**src/rtl/mem_port_arbiter.sv**
```systemverilog
// Round-robin arbiter sharing one dual-port word memory among CHANNELS units.
// Owner commands are forwarded registered; read returns are routed by issuer tag.
module mem_port_arbiter #(
  parameter int CHANNELS = 4,
  parameter int DATA_W   = 12,
  parameter int ADDR_W   = 10,
  parameter int RD_LAT   = 1
) (
  input  logic                         clk,
  input  logic                         reset,
  input  logic [CHANNELS-1:0]          busy,
  output logic [CHANNELS-1:0]          grant,
  input  logic [CHANNELS*DATA_W-1:0]   wr_data,
  input  logic [CHANNELS*ADDR_W-1:0]   wr_addr,
  input  logic [CHANNELS-1:0]          wr_en,
  input  logic [CHANNELS*ADDR_W-1:0]   rd_addr,
  input  logic [CHANNELS-1:0]          rd_en,
  output logic [CHANNELS*DATA_W-1:0]   rd_data,
  output logic [CHANNELS-1:0]          rd_valid,
  output logic [DATA_W-1:0]            comm_wr_data,
  output logic [ADDR_W-1:0]            comm_wr_addr,
  output logic                         comm_wren,
  output logic [ADDR_W-1:0]            comm_rd_addr,
  output logic                         comm_rd_en,
  input  logic [DATA_W-1:0]            comm_rd_data
);

  localparam int OW = (CHANNELS > 1) ? $clog2(CHANNELS) : 1;

  localparam logic [1:0] ST_IDLE    = 2'd0;
  localparam logic [1:0] ST_OWNED   = 2'd1;
  localparam logic [1:0] ST_RELEASE = 2'd2;

  logic [1:0]        state_r;
  logic [OW-1:0]     owner_r;
  logic [OW-1:0]     ptr_r;
  logic              found_s;
  logic [OW-1:0]     winner_s;
  logic [OW-1:0]     next_ptr_s;
  logic              fwd_s;
  logic [RD_LAT-1:0] tag_vld_r;
  logic [OW-1:0]     tag_r [RD_LAT];

  // Scanning downward lets the lowest offset from start win: {found, index}.
  function automatic logic [OW:0] pick_first(input logic [CHANNELS-1:0] req,
                                             input logic [OW-1:0] start);
    logic [OW:0] res;
    int          idx;
    res = '0;
    for (int i = CHANNELS - 1; i >= 0; i--) begin
      idx = (int'(start) + i) % CHANNELS;
      if (req[OW'(idx)]) res = {1'b1, OW'(idx)};
      else               res = res;
    end
    return res;
  endfunction

  // Round-robin winner lookup and forwarding qualifier
  always_comb begin
    {found_s, winner_s} = pick_first(busy, ptr_r);
    next_ptr_s          = OW'((int'(winner_s) + 1) % CHANNELS);
    fwd_s               = (state_r == ST_OWNED) && busy[owner_r];
  end

  // Ownership state machine; RELEASE is the dead cycle and arbitrates on its exit edge
  always_ff @(posedge clk or posedge reset) begin
    if (reset) begin
      state_r <= ST_IDLE;
      owner_r <= '0;
      ptr_r   <= '0;
      grant   <= '0;
    end else begin
      case (state_r)
        ST_IDLE, ST_RELEASE: begin
          if (found_s) begin
            state_r <= ST_OWNED;
            owner_r <= winner_s;
            ptr_r   <= next_ptr_s;
            grant   <= CHANNELS'(1) << winner_s;
          end else begin
            state_r <= ST_IDLE;
            grant   <= '0;
          end
        end
        ST_OWNED: begin
          if (!busy[owner_r]) begin
            state_r <= ST_RELEASE;
            grant   <= '0;
          end
        end
        default: begin
          state_r <= ST_IDLE;
          grant   <= '0;
        end
      endcase
    end
  end

  // Registered command forwarding; address/data hold when not forwarding
  always_ff @(posedge clk or posedge reset) begin
    if (reset) begin
      comm_wr_data <= '0;
      comm_wr_addr <= '0;
      comm_wren    <= 1'b0;
      comm_rd_addr <= '0;
      comm_rd_en   <= 1'b0;
    end else if (fwd_s) begin
      comm_wr_data <= wr_data[owner_r*DATA_W +: DATA_W];
      comm_wr_addr <= wr_addr[owner_r*ADDR_W +: ADDR_W];
      comm_wren    <= wr_en[owner_r];
      comm_rd_addr <= rd_addr[owner_r*ADDR_W +: ADDR_W];
      comm_rd_en   <= rd_en[owner_r];
    end else begin
      comm_wren    <= 1'b0;
      comm_rd_en   <= 1'b0;
    end
  end

  // Issuer tag pipeline aligned with memory read latency, and return routing
  always_ff @(posedge clk or posedge reset) begin
    if (reset) begin
      tag_vld_r <= '0;
      for (int k = 0; k < RD_LAT; k++) tag_r[k] <= '0;
      rd_valid  <= '0;
      rd_data   <= '0;
    end else begin
      tag_vld_r[0] <= fwd_s & rd_en[owner_r];
      tag_r[0]     <= owner_r;
      for (int k = 1; k < RD_LAT; k++) begin
        tag_vld_r[k] <= tag_vld_r[k-1];
        tag_r[k]     <= tag_r[k-1];
      end
      rd_valid <= '0;
      if (tag_vld_r[RD_LAT-1]) begin
        rd_valid[tag_r[RD_LAT-1]]                    <= 1'b1;
        rd_data[tag_r[RD_LAT-1]*DATA_W +: DATA_W]    <= comm_rd_data;
      end
    end
  end

endmodule

```
**config.mk**
```make
export PLATFORM = sky130hd
export DESIGN_NAME = mem_port_arbiter
export DESIGN_NICKNAME = d
export VERILOG_FILES = /design/src/rtl/mem_port_arbiter.sv
export SDC_FILE = /design/constraint.sdc
export NUM_CORES = 1
export LEC_CHECK = 0
export CAP_MARGIN = 20
export CORE_UTILIZATION = 41
export DETAILED_ROUTE_END_ITERATION = 10
export PLACE_DENSITY_LB_ADDON = 0.25
export SLEW_MARGIN = 20
export SYNTH_ARGS = -nofsm -noshare
export SYNTH_HDL_FRONTEND = slang
export SYNTH_SLANG_ARGS = --single-unit
```
**constraint.sdc**
```tcl
create_clock -name clk -period 4.4 [get_ports clk]
set_input_delay 1.1 -clock clk [delete_from_list [all_inputs] [get_ports clk]]
set_output_delay 1.1 -clock clk [all_outputs]
set_load 0.05 [all_outputs]
```
* After elaboration in Yosys (flattened, before gate mapping)
Index checks and enable logic that the tools add are counted.
Widths: inputs -> output; s select.
** Operators by class
- Multiplexer cells :: 34
- Bitwise gates (word level) :: 1
- Eq/ne operators :: 3
- Reduce and logical (&&, ||, !) cells :: 5
- Shift operators :: 6
- Add/subtract/negate cells :: 5
- Divide/modulo/power cells :: 0
- Order comparisons :: 7
- Multiply operators :: 3
** Operators by type and width (count)
- $shiftx 40x7->10 :: 2
- $bwmux 48 :: 1
- $shift 12x34->48 const A :: 1
- $shiftx 12x34->48 :: 1
- $shiftx 48x7->12 :: 1
- $neg 6->34 :: 1
- $lt 2x4->1 const B :: 4
- $mux 1 :: 15
- $bmux 1 s2 :: 7
- $mux 3 :: 4
- $mux 4 :: 3
- $mul 2x2->4 const B :: 2
- $pmux 4 s2 :: 1
- $lt 2x3->1 const B :: 2
- $mul 2x3->5 const B :: 1
- $add 2x1->2 const B :: 2
- $add 2x2->2 const B :: 2
- $pmux 2 s2 :: 1
- $shl 1x2->4 const A :: 1
- $demux 1 s2 :: 1
- $eq 2x1->1 const B :: 1
- $eq 2x2->1 const B :: 1
- $ge 2x1->1 const B :: 1
- $logic_and 1x1->1 :: 2
- other kinds (6) :: 6
** Word-level totals
- Memories kept :: 0
- Latch bits :: 0
- Bits in read-only memories :: 0
- Flip-flop bits (word level) :: 99
- Logic and storage cells :: 77
- Input bits :: 154
- Output and inout port bits :: 90
- Bits in writable memories :: 0

* Logic depth before layout (Yosys ltp)
- Depth in word-level cells :: 11
- Mapped depth :: 8
- Depth with buffers taken out :: 7

* Worst setup path before layout
No wires, ideal clock.
- Kind :: input port to flip-flop
- Start point :: input port busy[3]
- End point :: register comm_rd_addr[0]
- Buffers on the path :: 2
- Stages :: 5
- Path slack :: 2034 ps
- Library setup time :: 125 ps
- Arrival time :: 2241 ps
- Required time :: 4275 ps
- Cell sequence :: mux4_2 > nand3b_4 > buf_12 > buf_12 > mux2_4
** On the way
- Word-level cells in the longest chain between the ends :: 3
** RTL lines
- from (decl) :: line 11 : input logic [CHANNELS-1:0] busy,
- $bmux 1 s2 :: line 62 : fwd_s = (state_r == ST_OWNED) && busy[owner_r];
- $mux 1 (not written as such) :: line 62
- $logic_and 1x1->1 :: line 62
- to (signal assigned) :: line 111 : comm_rd_addr <= rd_addr[owner_r*ADDR_W +: ADDR_W];
- to (decl) :: line 23 : output logic [ADDR_W-1:0] comm_rd_addr,
No other way between the ends. The select of a mux whose other input is x is not followed.
A chain may end at the register's enable or synchronous reset.

* Worst setup path in the final report
- Start point :: register tag_r[0] (netlist name)
- End point :: register rd_data[12]
** On the way
- Word-level cells in the longest chain between the ends :: 4
- Elaborated cells between the ends (all ways) :: 5
- Classes of those cells :: 1 x add/sub; 1 x mul; 2 x shift; 1 x mux
** RTL lines
- from (decl) :: line 42 : logic [OW-1:0] tag_r [RD_LAT];
- from (signal, indexed assignment) :: line 131 : tag_r[k] <= tag_r[k-1];
- $mul 2x2->4 (*) :: line 136 : rd_data[tag_r[RD_LAT-1]*DATA_W +: DATA_W] <= comm_rd_data;
- $neg 6->34 (*) :: line 136
- $shiftx 12x34->48 / $shift 12x34->48 (equally long branches) :: line 136
- $bwmux 48 (*) :: line 136
- to (signal, indexed assignment) :: line 136
- to (decl) :: line 18 : output logic [CHANNELS*DATA_W-1:0] rd_data,
Every way passes the cells marked *; elsewhere a longest branch is shown, timed or not.

==> flow_summary_export.csv <==
group,metric,value,unit
run_status,status,"finished, final reports clean",
logic_synthesis,ys.flop_type,"dfrtp_1",
floorplan,pin_count,244,
routing,remaining_drc_errors,0,
place,gp_congestion,0.913,
timing,post-route-period-util,78.9,%
global_route,overflow,0,
logic_synthesis,synth_edf_count,0,
critical_path,critical_path_class,"flip-flop to flip-flop",
cts,clk_latency,0.34,ns
logic_synthesis,syn-cell-area,5030,um^2
global_route,grt_antenna_before_repair,0,
timing,slew-limit-headroom,40.5,%
routing,via_per_inst,5.62,
logic_synthesis,ys_types,43,
cts,clock-root-buffer,"clkbuf_16",
critical_path,crit_path_max_fanout,30,
floorplan,dieWidth,113,um
timing,rsz0062_at_grt,"no",
timing,finClkSkew,0.00789,ns
logic_synthesis,syn_avg_cell_area,13.1,um^2
critical_path,critPathRequiredTime,4.67,ns
timing,tightest_slew,0.893,ns
floorplan,dieArea,12700,um^2
power,irDropWorstVdd,307,uV
floorplan,rows,40,
global_route,grt.total_usage,24.4,%
routing,dr.pass1.iters,5,
cts,cts.sinks,98,
timing,period_minus_slack,3.47,ns
timing,whs,0.451,ns
routing,vias,4304,
logic_synthesis,yosysWarnings,0,
finish,final_nets,775,
cts,cts_setup_buffers,0,
critical_path,r2r_cells,5,
critical_path,endpoint_kind,"flip-flop",
floorplan,die_h,113,um
power,p_per_area,746,nW/um^2
logic_synthesis,syn_inst,385,
critical_path,worst_r2r_startpoint,"tag_r[0]$_DFF_PP0_",
min_path,hold_class,"flip-flop to flip-flop",
critical_path,r2r_slack,0.93,ns
timing,finalSetupViolCount,0,
place,hpwl,11800,um
global_route,grt_pass1_wl,23500,um
critical_path,arrival,3.75,ns
cts,max-clock-path-buffers,2,
finish,final_cell_mix,"243 x clkdlybuf4s50_1, 97 x dfrtp_1, 41 x a22o_1",
routing,first_iter_violations,249,
logic_synthesis,async_reset_ff_share,100,%
cts,cts_resized,0,
cts,numCtsBuffers,9,
power,leakage,3.28,nW
logic_synthesis,yosysTopAreaCellShare,48.7,%
logic_synthesis,syn-num-nets,545,
routing,routed_wl,15200,um
cts,cts.clk_slew.worst_paths,0.06,ns
global_route,grt_pass1_vias,4439,
logic_synthesis,synth_area_leaders,"dfrtp_1 49%, mux4_2 16%, a22o_1 7.1%",
finish,diodes,0,
timing,fmax,0.288,GHz
timing,hold_viol,0,
cts,hold_buffers,0,
finish,final_common_cell,"clkdlybuf4s50_1",
cts,cts_max_level,3,
logic_synthesis,ys_seq_area_share,48.7,%
logic_synthesis,synth-seq-cells,98,
floorplan,core_area,12000,um^2
critical_path,cp-start-kind,"flip-flop",
timing,finalMaxSlewViolations,0,
finish,area_growth,54.6,%
routing,detail-route-antenna-nets,0,
floorplan,start_util,41.9,%
critical_path,startpoint,"tag_r[0]$_DFF_PP0_",
place,io_buffers,243,
global_route,grt_max_degree,53,
cts,cts_tree,"done",
critical_path,critPathCapture,"rd_data[12]$_DFFE_PP0P_",
job,maxCapViolCount,0,
logic_synthesis,yosysTopAreaCell,"dfrtp_1",
critical_path,reg2reg_to,"rd_data[12]$_DFFE_PP0P_",
finish,drive_above_1_share,14.9,%
routing,detail_route.wl_per_cell,19.9,um
timing,setup_tns,0,ns
final cells by class:
cell class,count,area [um^2]
clock buffers,11,243
clock inverters,4,28.8
fillers,935,4230
inverters,20,77.6
multi-input cells,239,2340
flip-flops and latches,98,2450
well taps,147,184
repair buffers,247,2460
state kept, by name, summed over array words and instances, names as in the netlist:
signal        flops
owner_r           2
comm_wr_addr     10
ptr_r             2
comm_rd_addr     10
state_r           2
comm_rd_en        1
comm_wren         1
comm_wr_data     12
rd_valid          4
grant             4
rd_data          48
tag_r             2
layer usage:
metal / part of all wire [%] / wire length, um / up-vias / GRT usage [%]
met1: 39 / 5880 / 2121 / 30.2
li1: - / - / 1916 / -
met2: 50 / 7640 / 236 / 40.9
met5: 0 / 0 / - / 0
met4: 2.9 / 448 / 0 / 10.5
met3: 8.2 / 1250 / 31 / 5.68
power by group:
group / internal (W) / leakage, nW / total (W) / switching [W]
Clock: 0.000397 / 0.128 / 0.000720 / 0.000323
Combinational: 0.00145 / 1.88 / 0.00357 / 0.00212
Sequential: 0.00126 / 1.27 / 0.00152 / 0.000263
Total: 0.00310 / 3.28 / 0.00581 / 0.00270
synthesized netlist by cell type, types with 6 or more instances:
library cell,instances
ha_1,6
mux2i_1,7
mux4_2,35
a21oi_1,10
inv_1,19
mux2_2,30
a22o_1,41
buf_2,8
nand2b_1,6
nor2_1,9
clkbuf_1,14
nand2_1,33
o21ai_0,12
nand3_1,6
dfrtp_1,98
through the flow:
| stage | worst slack, ns | power, W | cells | cell area (um^2) | utilization [%] |
|---|---|---|---|---|---|
| after detailed placement | 1.08 | 0.00510 | 751 | 7510 | 62.6 |
| after global placement | 1.25 | 0.00503 | 751 | 7510 | 62.6 |
| after CTS | 1.01 | 0.00584 | 766 | 7790 | 64.8 |
| final | 0.927 | 0.00581 | 766 | 7790 | 64.8 |
| after floorplan | 0.738 | 0.00403 | 385 | 5030 | - |
| after global routing | 0.720 | 0.00609 | 766 | 7790 | 64.8 |
worst max-delay path, stage by stage, from the launching register on:
cell and delay (ns):
dfrtp_1 0.84, clkinv_1 0.54, ha_1 1.04, nand2_1 0.23, a311oi_1 0.55, a22o_1 0.21
worst min path at each step:
stage,from,to,depth (start not counted)
after floorplan,owner_r[0]$_DFFE_PP0P_,tag_r[0]$_DFF_PP0_,0
after global placement,state_r[1]$_DFFE_PP0N_,state_r[1]$_DFFE_PP0N_,1
after detailed placement,state_r[1]$_DFFE_PP0N_,state_r[1]$_DFFE_PP0N_,1
after CTS,state_r[1]$_DFFE_PP0N_,state_r[1]$_DFFE_PP0N_,1
after global routing,state_r[1]$_DFFE_PP0N_,state_r[1]$_DFFE_PP0N_,1
final,state_r[1]$_DFFE_PP0N_,state_r[1]$_DFFE_PP0N_,1
logic make-up after synthesis:
family | count (synthesis) | share of synthesized area, %
AOI/OAI and AO/OA | 85 | 12.9
xor gates and xnor gates | 1 | 0.174
adders and majority gates | 6 | 1.49
buffers and inverters | 48 | 4.87
DFF | 98 | 48.7
muxes | 75 | 24.7
and+or+nand+nor | 72 | 7.18
Note: power is estimated with default switching activity, not from simulation.
